<file path="config.mk">
export PLATFORM = sky130hd
export DESIGN_NAME = pe_unit_conv2_flat
export DESIGN_NICKNAME = d
export VERILOG_FILES = /design/src/rtl/pe_conv2_pkg.sv /design/src/rtl/pe_unit_conv2_if.sv /design/src/rtl/pe_conv2_mult.sv /design/src/rtl/pe_unit_conv2.sv /design/src/flat_wrapper.sv
export SDC_FILE = /design/constraint.sdc
export NUM_CORES = 1
export LEC_CHECK = 0
export CORE_MARGIN = 8
export CORE_UTILIZATION = 35
export CTS_CLUSTER_SIZE = 8
export DETAILED_ROUTE_END_ITERATION = 10
export GPL_TIMING_DRIVEN = 0
export PLACE_DENSITY = 0.64
export SYNTH_ARGS = -nofsm -noshare
export SYNTH_HDL_FRONTEND = slang
export SYNTH_SLANG_ARGS = --single-unit
</file>
<file path="constraint.sdc">
create_clock -name clk -period 12.65 [get_ports clk]
set_input_delay 1.265 -clock clk [delete_from_list [all_inputs] [get_ports clk]]
set_output_delay 1.265 -clock clk [all_outputs]
set_load 0.005 [all_outputs]
</file>
<file path="src/rtl/pe_conv2_pkg.sv">
// pe_conv2_pkg: shared widths for the conv2 PE and its multipliers
package pe_conv2_pkg;
  localparam int IFMAP_W = 8;
  localparam int WGT_W = 8;
  localparam int PSUM_W = 20;
  localparam int NUM_TAPS = 3;
  localparam int PROD_W = IFMAP_W + WGT_W + 1;
  localparam int SUM_W = PSUM_W + 2;
  localparam logic signed [SUM_W-1:0] SUM_MAX = SUM_W'((1 << (PSUM_W - 1)) - 1);
  localparam logic signed [SUM_W-1:0] SUM_MIN = SUM_W'(-(1 << (PSUM_W - 1)));
endpackage

</file>
<file path="src/rtl/pe_unit_conv2_if.sv">
// pe_unit_conv2_if: data and daisy-chain signals of one conv2 PE
interface pe_unit_conv2_if;
  import pe_conv2_pkg::*;
  logic en;
  logic [NUM_TAPS*WGT_W-1:0] filtr_in;
  logic [IFMAP_W-1:0] ifmap_shift_in;
  logic signed [PSUM_W-1:0] psum_in;
  logic [NUM_TAPS*WGT_W-1:0] filtr_out;
  logic [IFMAP_W-1:0] ifmap_shift_out;
  logic signed [PSUM_W-1:0] psum_out;
  modport master (
    output en, filtr_in, ifmap_shift_in, psum_in,
    input filtr_out, ifmap_shift_out, psum_out
  );
  modport slave (
    input en, filtr_in, ifmap_shift_in, psum_in,
    output filtr_out, ifmap_shift_out, psum_out
  );
endinterface

</file>
<file path="src/rtl/pe_conv2_mult.sv">
// pe_conv2_mult: registered unsigned-sample x signed-weight multiplier with CE
module pe_conv2_mult
  import pe_conv2_pkg::*;
(
  input  logic clk,
  input  logic rst_n,
  input  logic ce,
  input  logic [IFMAP_W-1:0] a,
  input  logic signed [WGT_W-1:0] w,
  output logic signed [PROD_W-1:0] p
);
  always_ff @(posedge clk)
    if (!rst_n) p <= '0;
    else if (ce) p <= PROD_W'($signed({1'b0, a})) * PROD_W'(w);
endmodule

</file>
<file path="src/rtl/pe_unit_conv2.sv">
// pe_unit_conv2: 3-tap conv2 systolic PE; define PE_CONV2_SAT_EN for a saturating accumulator
module pe_unit_conv2
  import pe_conv2_pkg::*;
(
  input logic clk,
  input logic rst_n,
  pe_unit_conv2_if.slave bus
);
  logic [IFMAP_W-1:0] s [NUM_TAPS];
  logic signed [PROD_W-1:0] p [NUM_TAPS];
  logic signed [SUM_W-1:0] sum;
  logic signed [PSUM_W-1:0] nxt;
  genvar t;
  for (t = 0; t < NUM_TAPS; t++) begin : g_tap
    pe_conv2_mult u_mult (
      .clk(clk),
      .rst_n(rst_n),
      .ce(bus.en),
      .a(s[t]),
      .w(bus.filtr_in[t*WGT_W +: WGT_W]),
      .p(p[t])
    );
  end
  always_comb begin
    sum = SUM_W'(bus.psum_in);
    for (int i = 0; i < NUM_TAPS; i++) sum = sum + SUM_W'(p[i]);
  end
`ifdef PE_CONV2_SAT_EN
  assign nxt = sum > SUM_MAX ? PSUM_W'(SUM_MAX) : sum < SUM_MIN ? PSUM_W'(SUM_MIN) : PSUM_W'(sum);
`else
  assign nxt = PSUM_W'(sum);
`endif
  always_ff @(posedge clk)
    if (!rst_n) begin
      s <= '{default: '0};
      bus.filtr_out <= '0;
      bus.psum_out <= '0;
    end else if (bus.en) begin
      s[0] <= bus.ifmap_shift_in;
      for (int i = 1; i < NUM_TAPS; i++) s[i] <= s[i-1];
      bus.filtr_out <= bus.filtr_in;
      bus.psum_out <= nxt;
    end
  assign bus.ifmap_shift_out = s[0];
endmodule

</file>
<file path="src/flat_wrapper.sv">
// flat-port wrapper written by rule: the top's interface ports become plain ports
module pe_unit_conv2_flat import pe_conv2_pkg::*;
  (clk, rst_n, bus_en, bus_filtr_in, bus_ifmap_shift_in, bus_psum_in, bus_filtr_out, bus_ifmap_shift_out, bus_psum_out);
  pe_unit_conv2_if bus_i ();
  input logic clk;
  input logic rst_n;
  input wire logic [$bits(bus_i.en)-1:0] bus_en;
  input wire logic [$bits(bus_i.filtr_in)-1:0] bus_filtr_in;
  input wire logic [$bits(bus_i.ifmap_shift_in)-1:0] bus_ifmap_shift_in;
  input wire logic [$bits(bus_i.psum_in)-1:0] bus_psum_in;
  output wire logic [$bits(bus_i.filtr_out)-1:0] bus_filtr_out;
  output wire logic [$bits(bus_i.ifmap_shift_out)-1:0] bus_ifmap_shift_out;
  output wire logic [$bits(bus_i.psum_out)-1:0] bus_psum_out;
  assign bus_i.en = bus_en;
  assign bus_i.filtr_in = bus_filtr_in;
  assign bus_i.ifmap_shift_in = bus_ifmap_shift_in;
  assign bus_i.psum_in = bus_psum_in;
  assign bus_filtr_out = bus_i.filtr_out;
  assign bus_ifmap_shift_out = bus_i.ifmap_shift_out;
  assign bus_psum_out = bus_i.psum_out;
  pe_unit_conv2 u_core (.clk(clk), .rst_n(rst_n), .bus(bus_i));
endmodule
</file>
==> reports/results.ini <==
[sta]
skew_ns = 0.0144
hold_viol_final = 0
grt_setup_unrepaired = no
finalSetupViolCount = 0
post-route-period-util = 0.456
min_period_ns = 5.77
slew_headroom = 0.307
finalSetupTns_ns = 0
maxSlewViolCount = 0
worst_pin_slew_ns = 1.04
fmax_mhz = 173

[critical_path]
rrSetupSlack_ns = 7.75
cp.required_ns = 12.99
cp_max_fo = 7
worst-setup-path-type = in -> reg
startpoint_type = input pin
critPathArrivalTime_ns = 6.11
worstSetupEndpointType = register

[global_routing]
grt_first_pass_wirelength_um = 57000
grt_pass1_vias = 10385
overflow = 0
grt_max_degree = 17
grt_usage = 0.173
antenna_found_initial = 0

[placed_design]
routabilityCongestion = 0.908
place_hpwl_um = 28700
io_buffers = 105

[floorplanning]
fp.dieW_um = 205
core_sq_um = 35500
die_h_um = 205
dieArea_sq_um = 42200
start_util = 0.354
ios = 107
fp-row-count = 69

[pwr]
power.leakage_nw = 6.82
power.total_mw = 1.56
ir_worst_vdd_uv = 98.8
powerDensity_nw_per_um2 = 106

[layout]
fillers = 3444
final_layout_size_suffix_gt1_frac = 0.0337
syn_to_final_growth_pct = 17.4
final_net_count = 1853
multi_input_area_sq_um = 9250
regArea_sq_um = 2380
layout.cells.most_common_list = 194 x inv_1, 149 x fa_1, 148 x ha_1
antenna_cells = 0
layout_commonest_cell = inv_1

[clock_tree]
clock_latency_ns = 0.45
cts_sinks = 119
cts_max_level = 4
post_cts.repair.setup_buffers = 0
tritoncts = done
cts_resized = 0
clock-root-buffer = clkbuf_16
path_clk_slew_ns = 0.06
ctsHoldBuffers = 0
clk_path_buf_depth = 2
cts-buffers-inserted = 17

[route]
dr.pass1.iters = 7
routed_wirelength_um = 35800
drt_iter0_markers = 446
final_antenna_net_count = 0
viasPerCell = 5.09
vias = 10046
wire_per_inst_um = 18.1
drc_errors = 0

[synthesis]
synth_edf_count = 0
synth_seq_cells = 119
synth_area_leaders = fa_1 24%, dfxtp_1 19%, ha_1 15%, and2_1 6.3%, inv_1 5.8%
yosys_warnings = 0
synth.largest_area_cell = fa_1
netlist_instances = 1377
netlist_area_sq_um = 12600
async_flop_share = 0
synth_nets = 1729
syn_avg_cell_area_sq_um = 9.13
synth.top_cell.area_share = 0.237
ys_seq_area_frac = 0.190
synth_ff_type = dfxtp_1
yosysUniqueCellTypes = 65

[run_status]
status = complete, no violations

[flow_run]
drv_cap = 0

[hold_path]
hold_class = reg -> reg

## state kept, by name, summed over array words and instances, names as in the netlist
signal and flops:
u_core.bus.psum_out 20, u_core.s 16, u_core.bus.filtr_out 24, u_core.g_tap.u_mult.p 51, u_core.bus.ifmap_shift_out 8
## cell families after synthesis
kind of cell,Yosys count,share of synthesized area
simple gates,450,0.183
fa+ha+maj,297,0.385
buf+inv,245,0.0742
compound gates,175,0.0982
flops,119,0.190
mux,72,0.0575
xor+xnor,19,0.0132
## Yosys cell counts (6+ instances only)
master,number
a211oi_1,14
a21o_1,7
a21oi_1,37
a31oi_1,8
a32o_1,6
and2_1,126
and3_1,6
buf_1,12
clkbuf_1,34
dfxtp_1,119
fa_1,149
ha_1,148
inv_1,194
mux2i_1,71
nand2_1,79
nand2b_1,10
nand3_1,22
nand3b_1,6
nand4_1,7
nand4b_1,8
nor2_1,128
nor2b_1,10
nor3_1,19
o211ai_1,8
o21a_1,14
o21ai_0,28
o31ai_1,10
or3_1,12
or4_1,6
xnor2_1,14
## where the power goes
group	internal, mW	total [mW]	switching, mW
Clock	0.258	0.480	0.222
Sequential	0.415	0.449	0.0343
Combinational	0.284	0.635	0.351
Total	0.957	1.56	0.608
## worst max-delay path, cell delays in order
cell and delay (ns):
clkdlybuf4s50_1 0.62, inv_1 0.21, nor2_1 0.19, fa_1 0.44
fa_1 0.52, fa_1 0.54, inv_1 0.05, fa_1 0.52
inv_1 0.04, ha_1 0.21, or3_1 0.39, o21ba_1 0.30
nor3_1 0.08, or4_1 0.47, a311oi_1 0.27
## path summary, 6_finish.rpt
kind / startpoint / end / cells past startpoint
worst min-delay path: u_core.bus.psum_out[13]$_SDFFE_PN0P_ / u_core.bus.psum_out[13]$_SDFFE_PN0P_ / 2
worst min register to register: u_core.bus.psum_out[13]$_SDFFE_PN0P_ / u_core.bus.psum_out[13]$_SDFFE_PN0P_ / 2
worst max-delay path: bus_filtr_in[7] / u_core.g_tap[0].u_mult.p[16]$_SDFFE_PN0P_ / 15
worst max register to register: u_core.bus.ifmap_shift_out[2]$_SDFFE_PN0P_ / u_core.g_tap[0].u_mult.p[16]$_SDFFE_PN0P_ / 14
## stage by stage
step / hold WS [ns] / setup WS [ns] / std cells / util / instance area (sq um)
2_1_floorplan: 0.445 / 7.33 / 1377 / - / 12600
3_3_place_gp: 0.455 / 6.46 / 1943 / 0.400 / 14200
3_5_place_dp: 0.455 / 6.44 / 1943 / 0.400 / 14200
4_1_cts: 0.464 / 6.87 / 1975 / 0.416 / 14800
5_1_grt: 0.499 / 6.58 / 1975 / 0.416 / 14800
6_report: 0.461 / 6.88 / 1975 / 0.416 / 14800
## routing by layer
layer | vias to the layer above | GRT usage | wire length (um)
li1 | 4792 | - | -
met1 | 4920 | 0.219 | 15500
met2 | 283 | 0.294 | 17400
met3 | 51 | 0.0343 | 2120
met4 | 0 | 0.0526 | 803
met5 | - | 0 | 0
## cell type report
cell class	count	share of cell area
buffer	51	0.0138
clock buffer	17	0.0288
clock inverter	15	0.00899
inverter	194	0.0494
multi-input combinational	1013	0.627
sequential	119	0.161
tap	461	0.0391
timing repair buffer	105	0.0712
(Power assumes the default switching activity.)
